==> config.mk <==
export PLATFORM = sky130hd
export DESIGN_NAME = instruction_fetch_flat
export DESIGN_NICKNAME = d
export VERILOG_FILES = /design/src/rtl/instruction_fetch_pkg.sv /design/src/rtl/instruction_fetch_if.sv /design/src/rtl/instruction_fetch_next_pc_calc.sv /design/src/rtl/instruction_fetch.sv /design/src/flat_wrapper.sv
export SDC_FILE = /design/constraint.sdc
export NUM_CORES = 1
export LEC_CHECK = 0
export CAP_MARGIN = 15
export CORE_MARGIN = 2
export CORE_UTILIZATION = 47
export DETAILED_ROUTE_END_ITERATION = 10
export PLACE_DENSITY = 0.95
export SYNTH_ARGS = -nofsm -noshare
export SYNTH_HDL_FRONTEND = slang
export SYNTH_SLANG_ARGS = --single-unit
==> constraint.sdc <==
create_clock -name clk -period 6.4 [get_ports clk]
set_input_delay 1.28 -clock clk [delete_from_list [all_inputs] [get_ports clk]]
set_output_delay 1.28 -clock clk [all_outputs]
set_load 0.005 [all_outputs]
==> src/rtl/instruction_fetch_pkg.sv <==
// Shared definitions for the instruction fetch stage: state encoding,
// instruction width and the NOP word presented while nothing is held.
package instruction_fetch_pkg;

    localparam int INSTR_W = 32;

    localparam logic [INSTR_W-1:0] NOP_WORD = 32'h0000_0000;

    typedef enum logic [1:0] {
        ST_IDLE  = 2'd0,
        ST_FETCH = 2'd1,
        ST_HOLD  = 2'd2
    } fetch_state_e;

endpackage

==> src/rtl/instruction_fetch_if.sv <==
// Instruction memory request/acknowledge bus. The fetch stage is the master,
// the instruction memory is the slave.
interface instruction_fetch_if;
    import instruction_fetch_pkg::*;

    logic [31:0]        imem_addr;
    logic               imem_req;
    logic               imem_ack;
    logic [INSTR_W-1:0] imem_rdata;

    modport master (
        output imem_addr,
        output imem_req,
        input  imem_ack,
        input  imem_rdata
    );

    modport slave (
        input  imem_addr,
        input  imem_req,
        output imem_ack,
        output imem_rdata
    );

endinterface

==> src/rtl/instruction_fetch_next_pc_calc.sv <==
// Combinational next-PC selection from the decoder's redirect controls.
// Priority: jump-register, then jump/jump-and-link, then taken branch,
// otherwise sequential. A jump-register target with low bits set is
// word-aligned here and flagged so the caller can record the error.
module instruction_fetch_next_pc_calc
    import instruction_fetch_pkg::*;
(
    input  logic [31:0] pc_i,
    input  logic        jl_i,
    input  logic        jal_i,
    input  logic        jr_i,
    input  logic        branch_i,
    input  logic        branch_taken_i,
    input  logic [25:0] target_address_i,
    input  logic [15:0] imm16_i,
    input  logic [31:0] jr_target_i,
    output logic [31:0] next_pc_o,
    output logic        misaligned_o
);

    logic [31:0] seq_pc;
    logic [31:0] branch_off;

    // Pick the redirect target by priority; all additions wrap modulo 2^32.
    always_comb begin
        seq_pc       = pc_i + 32'd4;
        branch_off   = {{14{imm16_i[15]}}, imm16_i, 2'b00};
        next_pc_o    = seq_pc;
        misaligned_o = 1'b0;
        if (jr_i) begin
            next_pc_o    = {jr_target_i[31:2], 2'b00};
            misaligned_o = |jr_target_i[1:0];
        end else if (jl_i | jal_i) begin
            next_pc_o = {seq_pc[31:28], target_address_i, 2'b00};
        end else if (branch_i & branch_taken_i) begin
            next_pc_o = seq_pc + branch_off;
        end
    end

endmodule

==> src/rtl/instruction_fetch.sv <==
// Fetch stage: holds the PC, fetches one word per instruction over the
// imem req/ack bus, presents it to the decoder and advances the PC once
// the consumer releases the instruction.
//
//   state    | meaning
//   ---------+-------------------------------------------------------------
//   ST_IDLE  | one cycle after reset, nothing requested yet
//   ST_FETCH | imem_req high at pc, waiting for imem_ack (wait counter runs)
//   ST_HOLD  | instruction valid and stable, waiting for instr_ready
module instruction_fetch
    import instruction_fetch_pkg::*;
#(
    parameter logic [31:0] RESET_PC = 32'h0000_0000,
    parameter int          MAX_WAIT = 15
) (
    input  logic                      clk,
    input  logic                      reset_n,
    instruction_fetch_if.master       imem,
    output logic [INSTR_W-1:0]        instruction,
    output logic                      instr_valid,
    input  logic                      instr_ready,
    output logic [31:0]               pc,
    output logic [31:0]               pc_plus4,
    input  logic                      jl,
    input  logic                      jal,
    input  logic                      jr,
    input  logic                      branch,
    input  logic                      branch_taken,
    input  logic [25:0]               target_address,
    input  logic [15:0]               imm16,
    input  logic [31:0]               jr_target,
    output logic                      align_err,
    output logic                      fetch_timeout
);

    localparam logic [7:0] WAIT_MAX = 8'(MAX_WAIT);

    fetch_state_e       state_q;
    logic [31:0]        pc_q;
    logic [INSTR_W-1:0] instr_q;
    logic               valid_q;
    logic               req_q;
    logic [7:0]         wait_q;
    logic [7:0]         wait_d;
    logic               align_q;
    logic               timeout_q;

    logic [31:0]        next_pc;
    logic               misaligned;

    instruction_fetch_next_pc_calc u_next_pc (
        .pc_i             (pc_q),
        .jl_i             (jl),
        .jal_i            (jal),
        .jr_i             (jr),
        .branch_i         (branch),
        .branch_taken_i   (branch_taken),
        .target_address_i (target_address),
        .imm16_i          (imm16),
        .jr_target_i      (jr_target),
        .next_pc_o        (next_pc),
        .misaligned_o     (misaligned)
    );

    // Saturating ack-wait count for the current fetch.
    always_comb begin
        wait_d = (wait_q >= WAIT_MAX) ? WAIT_MAX : wait_q + 8'd1;
    end

    // Fetch sequencing with registered request, held instruction and sticky flags.
    always_ff @(posedge clk) begin
        if (!reset_n) begin
            state_q   <= ST_IDLE;
            pc_q      <= RESET_PC;
            instr_q   <= NOP_WORD;
            valid_q   <= 1'b0;
            req_q     <= 1'b0;
            wait_q    <= 8'd0;
            align_q   <= 1'b0;
            timeout_q <= 1'b0;
        end else begin
            case (state_q)
                ST_IDLE: begin
                    state_q <= ST_FETCH;
                    req_q   <= 1'b1;
                end
                ST_FETCH: begin
                    if (imem.imem_ack) begin
                        instr_q <= imem.imem_rdata;
                        valid_q <= 1'b1;
                        req_q   <= 1'b0;
                        wait_q  <= 8'd0;
                        state_q <= ST_HOLD;
                    end else begin
                        wait_q <= wait_d;
                        if (wait_d == WAIT_MAX) begin
                            timeout_q <= 1'b1;
                        end
                    end
                end
                ST_HOLD: begin
                    if (instr_ready) begin
                        pc_q    <= next_pc;
                        valid_q <= 1'b0;
                        req_q   <= 1'b1;
                        state_q <= ST_FETCH;
                        if (misaligned) begin
                            align_q <= 1'b1;
                        end
                    end
                end
                default: begin
                    state_q <= ST_IDLE;
                    req_q   <= 1'b0;
                end
            endcase
        end
    end

    assign imem.imem_addr = pc_q;
    assign imem.imem_req  = req_q;
    assign instruction    = instr_q;
    assign instr_valid    = valid_q;
    assign pc             = pc_q;
    assign pc_plus4       = pc_q + 32'd4;
    assign align_err      = align_q;
    assign fetch_timeout  = timeout_q;

endmodule

==> src/flat_wrapper.sv <==
// flat-port wrapper written by rule: the top's interface ports become plain ports
module instruction_fetch_flat import instruction_fetch_pkg::*;
#(
    parameter logic [31:0] RESET_PC = 32'h0000_0000,
    parameter int          MAX_WAIT = 15
)
  (clk, reset_n, instruction, instr_valid, instr_ready, pc, pc_plus4, jl, jal, jr, branch, branch_taken, target_address, imm16, jr_target, align_err, fetch_timeout, imem_imem_addr, imem_imem_req, imem_imem_ack, imem_imem_rdata);
  instruction_fetch_if imem_i ();
  input  logic clk;
  input  logic reset_n;
  output logic [INSTR_W-1:0] instruction;
  output logic instr_valid;
  input  logic instr_ready;
  output logic [31:0] pc;
  output logic [31:0] pc_plus4;
  input  logic jl;
  input  logic jal;
  input  logic jr;
  input  logic branch;
  input  logic branch_taken;
  input  logic [25:0] target_address;
  input  logic [15:0] imm16;
  input  logic [31:0] jr_target;
  output logic align_err;
  output logic fetch_timeout;
  output wire logic [$bits(imem_i.imem_addr)-1:0] imem_imem_addr;
  output wire logic [$bits(imem_i.imem_req)-1:0] imem_imem_req;
  input wire logic [$bits(imem_i.imem_ack)-1:0] imem_imem_ack;
  input wire logic [$bits(imem_i.imem_rdata)-1:0] imem_imem_rdata;
  assign imem_imem_addr = imem_i.imem_addr;
  assign imem_imem_req = imem_i.imem_req;
  assign imem_i.imem_ack = imem_imem_ack;
  assign imem_i.imem_rdata = imem_imem_rdata;
  instruction_fetch #(.RESET_PC(RESET_PC), .MAX_WAIT(MAX_WAIT)) u_core (.clk(clk), .reset_n(reset_n), .imem(imem_i), .instruction(instruction), .instr_valid(instr_valid), .instr_ready(instr_ready), .pc(pc), .pc_plus4(pc_plus4), .jl(jl), .jal(jal), .jr(jr), .branch(branch), .branch_taken(branch_taken), .target_address(target_address), .imm16(imm16), .jr_target(jr_target), .align_err(align_err), .fetch_timeout(fetch_timeout));
endmodule
==> results of run 1 <==
per-stage QoR:
step / hold slack, ps / total power, mW
finish: 462 / 1.31
global placement: 449 / 0.808
floorplan: 443 / 0.661
global route: 484 / 1.36
CTS: 468 / 1.31
detailed placement: 455 / 0.814
layout by cell type, fill, tap and decap left out, types with 3 or more instances in the layout:
master	instances
sky130_fd_sc_hd__a211oi_1	9
sky130_fd_sc_hd__a21boi_0	36
sky130_fd_sc_hd__a21o_1	14
sky130_fd_sc_hd__a21oi_1	71
sky130_fd_sc_hd__a311oi_1	9
sky130_fd_sc_hd__a31oi_1	16
sky130_fd_sc_hd__and2_1	7
sky130_fd_sc_hd__and3_1	11
sky130_fd_sc_hd__and4_1	8
sky130_fd_sc_hd__buf_4	7
sky130_fd_sc_hd__clkbuf_16	9
sky130_fd_sc_hd__clkdlybuf4s50_1	239
sky130_fd_sc_hd__conb_1	6
sky130_fd_sc_hd__dfxtp_1	75
sky130_fd_sc_hd__ha_1	37
sky130_fd_sc_hd__inv_1	12
sky130_fd_sc_hd__inv_6	3
sky130_fd_sc_hd__nand2_1	136
sky130_fd_sc_hd__nand3_1	24
sky130_fd_sc_hd__nand4_1	14
sky130_fd_sc_hd__nor2_1	37
sky130_fd_sc_hd__nor2b_1	9
sky130_fd_sc_hd__nor3_1	8
sky130_fd_sc_hd__nor4_1	3
sky130_fd_sc_hd__o2111ai_1	4
sky130_fd_sc_hd__o211a_1	6
sky130_fd_sc_hd__o211ai_1	16
sky130_fd_sc_hd__o21a_1	5
sky130_fd_sc_hd__o21ai_0	38
sky130_fd_sc_hd__o21ai_1	7
sky130_fd_sc_hd__o21bai_1	3
sky130_fd_sc_hd__o31ai_1	3
sky130_fd_sc_hd__or2_2	3
sky130_fd_sc_hd__or3_1	9
sky130_fd_sc_hd__xnor2_1	35
sky130_fd_sc_hd__xor2_1	18
power breakdown:
part	switching [mW]	total [mW]	internal [mW]
clock	0.227	0.496	0.269
combinational	0.144	0.310	0.165
sequential	0.0168	0.500	0.483
cell type report:
class                           count  area, µm²
Clock inverter                      7       57.6
Tap cell                          168        210
Sequential cell                    75       1500
Timing Repair Buffer              247       2450
Inverter                           12       45.0
Fill cell                         996       3710
Multi-Input combinational cell    627       3920
Clock buffer                        9        225
worst max path at each step:
stage                                               start                                      to  slack [ps]  cells past startpoint
floorplan           u_core.imem.imem_addr[2]$_SDFFE_PN0P_  u_core.imem.imem_addr[31]$_SDFFE_PN0P_        2570                     17
global placement                                imm16[15]  u_core.imem.imem_addr[31]$_SDFFE_PN0P_        1680                     12
detailed placement                              imm16[15]  u_core.imem.imem_addr[31]$_SDFFE_PN0P_        1610                     12
CTS                 u_core.imem.imem_addr[2]$_SDFFE_PN0P_                            pc_plus4[28]        1710                      8
global route        u_core.imem.imem_addr[2]$_SDFFE_PN0P_  u_core.imem.imem_addr[31]$_SDFFE_PN0P_        1420                     17
finish              u_core.imem.imem_addr[2]$_SDFFE_PN0P_                            pc_plus4[28]        1660                      8
flip-flops by register name, summed over array words and instances (netlist names):
name,cells
u_core.instr_valid,1
u_core.align_err,1
u_core.instruction,32
u_core.imem.imem_addr,30
u_core.wait_q,8
u_core.imem.imem_req,1
u_core.fetch_timeout,1
u_core.state_q,1
routing by layer:
| metal | GRT usage [%] | part of all wire [%] |
|---|---|---|
| met1 | 34.7 | 40 |
| met2 | 52.2 | 48 |
| met3 | 5.70 | 9.2 |
| met4 | 13.6 | 3.3 |
| met5 | 0 | 0 |
logic make-up (layout without fill, tap and decap cells):
group | after synthesis | after routing | share of synthesized area [%]
AND/OR/NAND/NOR | 280 | 280 | 22.3
AO/OA/AOI/OAI | 249 | 249 | 27.4
buffers and inverters | 89 | 275 | 8.26
flip-flops | 75 | 75 | 25.5
XOR/XNOR | 54 | 54 | 8.17
adder cells (fa/ha/maj) | 38 | 38 | 8.22
other | 1 | 6 | 0.0638
worst reg2reg max path, delay by kind of cell (launching register included):
kind            cells  cell delay [ps]
simple gates        7             1980
xor+xnor            2              520
compound gates      5              810
flops               1              490
buf+inv             1              100
fa+ha+maj           2              670
==> out/qor_table.md, run 1 <==
| Parameter | Reported |
| --- | --- |
| Unrepaired setup endpoints after global routing | no |
| Post-synthesis to final-layout area growth | 43.0% |
| Syn. warnings | 0 |
| Placed Instance Area | 8120 µm² |
| Most instantiated cells after synthesis | sky130_fd_sc_hd__nand2_1 (136), sky130_fd_sc_hd__dfxtp_1 (75), sky130_fd_sc_hd__a21oi_1 (71), sky130_fd_sc_hd__nor2_1 (39), sky130_fd_sc_hd__o21ai_0 (38) |
| Worst slew margin | 28.5% |
| Die height | 116 µm |
| Count of inserted antenna diode cells | 0 |
| Maximum number of pins on one net before global-route repair | 82 |
| Initial antenna violation count | 0 |
| Worst-case hold path end point | u_core.align_err$_SDFFE_PN0P_ |
| Run status | finished clean |
| Number of DRC violations after detailed-routing iteration 0 | 445 |
| Register area share after synthesis | 25.5% |
| TritonRoute pass-1 iters | 5 |
| Dominant cell by count in the synthesized netlist | sky130_fd_sc_hd__nand2_1 |
| Vias in the first global route | 6254 |
| Starting density of the core | 48.5% |
| Synthesized instance count | 786 |
| Hold crit path type | flop to flop |
| Count of cells along the worst register-to-register path | 17 |
| FFs w/ async S/R, synth | 0% |
| DRC violation count after routing | 0 |
| CP most frequent cell | sky130_fd_sc_hd__nand4_1 |
| Remaining antenna violation count after routing | 0 |
| Detailed placer's ending HPWL | 15.0 mm |
| Clk buf depth | 2 |
| Clock slew seen by the registers of the worst setup and hold paths | 70 ps |
| Final WL | 20.5 mm |
| Cell depth of the worst min-delay path | 1 |
| Post-synth EDFFs | 0 |
| Category of the critical setup timing path | flop to primary output |
| Count of final hold-check violations | 0 |
| Arrival time of data at the critical path endpoint | 3460 ps |
| Area share of the largest cell type after synthesis | 25.5% |
| Per-cell routed wire length | 17.9 µm |
| Share of final-layout standard cells stronger than drive strength 1 | 3.38% |
| Post-layout net count | 1125 |
| Die span in x | 116 µm |
| Transition time at the pin with the least slew margin | 1070 ps |
| Timing-limited maximum frequency | 0.211 GHz |
| Setup slack after layout | 1660 ps |
| Resized Gates After CTS | 0 |
| Final worst path period share | 74.0% |
| Leakage power | 3.24 nW |
| Share of the core filled with cells | 69.4% |
| Num CTS Buffers | 9 |
| Vias per cell | 5.79 |
| CP top delay family | simple AND/OR/NAND/NOR gates |
| First-pass GRT wire length | 31.3 mm |
| Critical Path Max Stage Delay | 580 ps |
| Critical path fanouts, max | 7 |
| Io pins | 247 |
| Peak ir drop on the vdd network | 0.122 mV |
| Min Tclk post-route | 4740 ps |
| Final total negative setup slack | 0 ps |
| Most used DFF post-synth | sky130_fd_sc_hd__dfxtp_1 |
| Overflow after GRT | 0 |
| Biggest area consumer among synthesized cells | sky130_fd_sc_hd__dfxtp_1 |
| Number of cells after detailed placement | 1129 |
| Mapped cell area | 5880 µm² |
| Hold buffer count at CTS | 0 |
| Worst Setup End Kind | primary output |
| WP buf/inv | 1 |
| Final cell count without fillers | 1145 |
| Leading post-synthesis cells by cell area | sky130_fd_sc_hd__dfxtp_1 (26%), sky130_fd_sc_hd__nand2_1 (8.7%), sky130_fd_sc_hd__ha_1 (7.9%), sky130_fd_sc_hd__a21oi_1 (6.0%), sky130_fd_sc_hd__xnor2_1 (5.2%) |
| Total via count in the routed design | 6627 |
| Number of slew-limit violations in the final report | 0 |
| Number of register bits inferred by synthesis | 75 |
| Global placer's final weighted congestion | 0.949 |
| Cell-by-cell trace of the critical path | ha_1 > and4_1 > nand4_1 > or2_1 > nor2_1 > nand4_1 > xnor2_1 > clkdlybuf4s50_1 |
| H-tree Lvls | 3 |
| Final Setup Violations | 0 |
| Syn Area/Cell | 7.48 µm² |
| CTS sink cnt | 75 |
| Power per unit of standard cell area | 155 nW/µm² |
| Min-delay src | u_core.align_err$_SDFFE_PN0P_ |
| Full die area | 13400 µm² |
| Max-cap viol count | 0 |
| Number of library cell types mapped by synthesis | 56 |
| Launching point of the worst reg2reg path | u_core.imem.imem_addr[2]$_SDFFE_PN0P_ |
| Critical R2R Capture | u_core.imem.imem_addr[31]$_SDFFE_PN0P_ |
| Global-route usage over all layers | 29.6% |
| Slowest CP cell | sky130_fd_sc_hd__clkdlybuf4s50_1 |
| CTS tree | built |
| Post-CTS Setup Repair Bufs | 0 |
| PortBufs | 240 |
| Kind of launch point of the worst setup path | flop |
| Library cell used as clock root buffer | sky130_fd_sc_hd__clkbuf_16 |
| Worst setup timing slack at the placement stage | 1610 ps |
| Source-to-sink clock delay at the later pin of the worst-skew pair | 340 ps |
| Reg-to-reg setup timing slack | 1670 ps |
| CORE AREA | 12100 µm² |
| Core Rows | 40 |
| Worst-case clock skew | 11.7 ps |
| Finished layout cell area | 8400 µm² |
| Required time at the worst-slack endpoint | 5120 ps |
Note: power is estimated with default switching activity, not from simulation.
==> run 2, diff against run 1 <==
Settings changed: CORE_UTILIZATION 47 to 44, PLACE_DENSITY 0.95 to 0.92.
Clock period 6.4 ns to 4.5 ns, I/O delays scaled along.
==> run 2 against run 1 <==
Compared with the run above: clock skew down 1.4 ps; register-to-register slack worse by 1500 ps; clock-buffer cell count unchanged; total power up 45%; critical path depth up 9; largest power group is now clock; sequential power up 42%; sequential share of layout area down 0.19 points; core utilization down 4.6 points.
==> out/qor_table.md, run 2 (synthesis gave the netlist of run 1 again) <==
| Parameter | Reported |
| --- | --- |
| Share of the core filled with cells | 64.8% |
| Vias per cell | 5.73 |
| Source-to-sink clock delay at the later pin of the worst-skew pair | 350 ps |
| Worst slew margin | 27.7% |
| Worst-case clock skew | 10.3 ps |
| Worst-case hold path end point | u_core.instruction[19]$_SDFFE_PN0P_ |
| Hold crit path type | flop to flop |
| Post-CTS Setup Repair Bufs | 0 |
| Core Rows | 42 |
| Min-delay src | u_core.instruction[19]$_SDFFE_PN0P_ |
| Leakage power | 3.30 nW |
| Min Tclk post-route | 4310 ps |
| Top layer reached by signal wires | met4 |
| CTS sink cnt | 75 |
| Number of slew-limit violations in the final report | 0 |
| Total via count in the routed design | 6646 |
| Routed met2 length | 10.1 mm |
| WL met1 | 8.38 mm |
| Total length of routed met3 wires | 2.04 mm |
| Category of the critical setup timing path | flop to flop |
| Leading cell types in the layout, fill and taps excluded | sky130_fd_sc_hd__clkdlybuf4s50_1 (239), sky130_fd_sc_hd__nand2_1 (136), sky130_fd_sc_hd__dfxtp_1 (73) |
| Share of final-layout standard cells stronger than drive strength 1 | 4.78% |
| Library cell used as clock root buffer | sky130_fd_sc_hd__clkbuf_16 |
| Per-cell routed wire length | 18.2 µm |
| Finished layout cell area | 8510 µm² |
| Max-cap viol count | 0 |
| Starting density of the core | 44.7% |
| Post-layout net count | 1132 |
| Most common library cell in the layout ignoring fill and taps | sky130_fd_sc_hd__clkdlybuf4s50_1 |
| Resized Gates After CTS | 0 |
| Peak ir drop on the vdd network | 0.195 mV |
| Io pins | 247 |
| Number of DRC violations after detailed-routing iteration 0 | 599 |
| Global-route usage over all layers | 28.6% |
| Final cell count without fillers | 1160 |
| TritonRoute pass-1 iters | 5 |
| Critical path fanouts, max | 7 |
| Clk buf depth | 2 |
| Count of final hold-check violations | 0 |
| Count of cells along the worst register-to-register path | 17 |
| Transition time at the pin with the least slew margin | 1080 ps |
| Placed Instance Area | 8180 µm² |
| Total design power | 1.89 mW |
| Full die area | 14300 µm² |
| Kind of launch point of the worst setup path | flop |
| PortBufs | 240 |
| Num CTS Buffers | 9 |
| Final worst path period share | 95.7% |
| Die height | 120 µm |
| Final WL | 21.1 mm |
| Final Setup Violations | 0 |
| Count of inserted antenna diode cells | 0 |
| Worst hold-check slack | 464 ps |
| Post-synthesis to final-layout area growth | 44.8% |
| Arrival time of data at the critical path endpoint | 4510 ps |
| DRC violation count after routing | 0 |
| Vias in the first global route | 6400 |
| Cell depth of the worst min-delay path | 2 |
| First-pass GRT wire length | 33.1 mm |
| Hold buffer count at CTS | 0 |
| CTS tree | built |
| Overflow after GRT | 0 |
| Initial antenna violation count | 0 |
| Remaining antenna violation count after routing | 0 |
| Number of cells after detailed placement | 1144 |
| Run status | finished clean |
| Reg-to-reg setup timing slack | 190 ps |
| CORE AREA | 13100 µm² |
| Power per unit of standard cell area | 222 nW/µm² |
| Required time at the worst-slack endpoint | 4700 ps |
| Die span in x | 120 µm |
| Timing-limited maximum frequency | 0.232 GHz |
| Launching point of the worst reg2reg path | u_core.imem.imem_addr[2]$_SDFFE_PN0P_ |
| Global placer's final weighted congestion | 0.945 |
| Worst Setup End Kind | flop |
| Critical R2R Capture | u_core.imem.imem_addr[31]$_SDFFE_PN0P_ |
| Clock slew seen by the registers of the worst setup and hold paths | 70 ps |
| Detailed placer's ending HPWL | 15.6 mm |
| Maximum number of pins on one net before global-route repair | 45 |
| H-tree Lvls | 3 |
| Largest register FFs | 32 |
## run 2: cell types whose count changed in the layout (fill, tap and decap cells not counted), moves of 2 or more
cell	delta
sky130_fd_sc_hd__xnor2_1	-2
sky130_fd_sc_hd__clkinv_4	+2
sky130_fd_sc_hd__dfxtp_2	+2
sky130_fd_sc_hd__xnor2_2	+2
sky130_fd_sc_hd__buf_4	+7
sky130_fd_sc_hd__dfxtp_1	-2
## run 2: cell type report
cell class              count  area (µm²)
repair buffers            254        2500
multi-input cells         627        3940
flip-flops and latches     75        1500
clock inverters             7        70.1
clock buffers               9         225
inverters                  12        45.0
well taps                 176         220
fillers                  1081        4630
## run 2: worst max-delay path by stage
| stage | startpoint | end | slack, ps | depth (start not counted) |
|---|---|---|---|---|
| 2_1_floorplan | u_core.imem.imem_addr[2]$_SDFFE_PN0P_ | u_core.imem.imem_addr[31]$_SDFFE_PN0P_ | 670 | 17 |
| 3_3_place_gp | u_core.imem.imem_addr[2]$_SDFFE_PN0P_ | u_core.imem.imem_addr[31]$_SDFFE_PN0P_ | 340 | 18 |
| 3_5_place_dp | u_core.imem.imem_addr[2]$_SDFFE_PN0P_ | u_core.imem.imem_addr[31]$_SDFFE_PN0P_ | 200 | 17 |
| 4_1_cts | u_core.imem.imem_addr[2]$_SDFFE_PN0P_ | u_core.imem.imem_addr[31]$_SDFFE_PN0P_ | 170 | 17 |
| 5_1_grt | u_core.imem.imem_addr[2]$_SDFFE_PN0P_ | u_core.imem.imem_addr[31]$_SDFFE_PN0P_ | -50 | 17 |
| 6_report | u_core.imem.imem_addr[2]$_SDFFE_PN0P_ | u_core.imem.imem_addr[31]$_SDFFE_PN0P_ | 190 | 17 |
## run 2: worst max-delay path: stages, from the launching register on
cell                       delay [ps]
sky130_fd_sc_hd__dfxtp_2          400
sky130_fd_sc_hd__ha_2             230
sky130_fd_sc_hd__and4_1           290
sky130_fd_sc_hd__nand4_1          270
sky130_fd_sc_hd__or2_1            330
sky130_fd_sc_hd__inv_1            100
sky130_fd_sc_hd__nand4_1          140
sky130_fd_sc_hd__xnor2_2          180
sky130_fd_sc_hd__ha_1             370
sky130_fd_sc_hd__and4_1           240
sky130_fd_sc_hd__nand4_1          140
sky130_fd_sc_hd__o21ai_1           90
sky130_fd_sc_hd__a211oi_2         270
sky130_fd_sc_hd__a31oi_2          190
sky130_fd_sc_hd__or4b_1           490
sky130_fd_sc_hd__a31oi_1          190
sky130_fd_sc_hd__xnor2_1          150
sky130_fd_sc_hd__a21oi_1           80
## run 2: power by group
group,leakage (nW),switching (mW),internal (mW)
clock network,0.141,0.342,0.388
logic,2.55,0.209,0.238
registers,0.610,0.0230,0.687
total,3.30,0.573,1.31
## run 2: stage by stage
step	setup slack, ps	TNS [ps]
CTS	165	0
global placement	345	0
global route	-48.6	-48.6
floorplan	672	0
detailed placement	204	0
finish	193	0
## run 2: layer usage
metal	vias to the layer above	track usage (%)
met5	-	0
met1	3027	34.1
met2	389	49.5
met3	52	6.32
li1	3178	-
met4	0	12.0
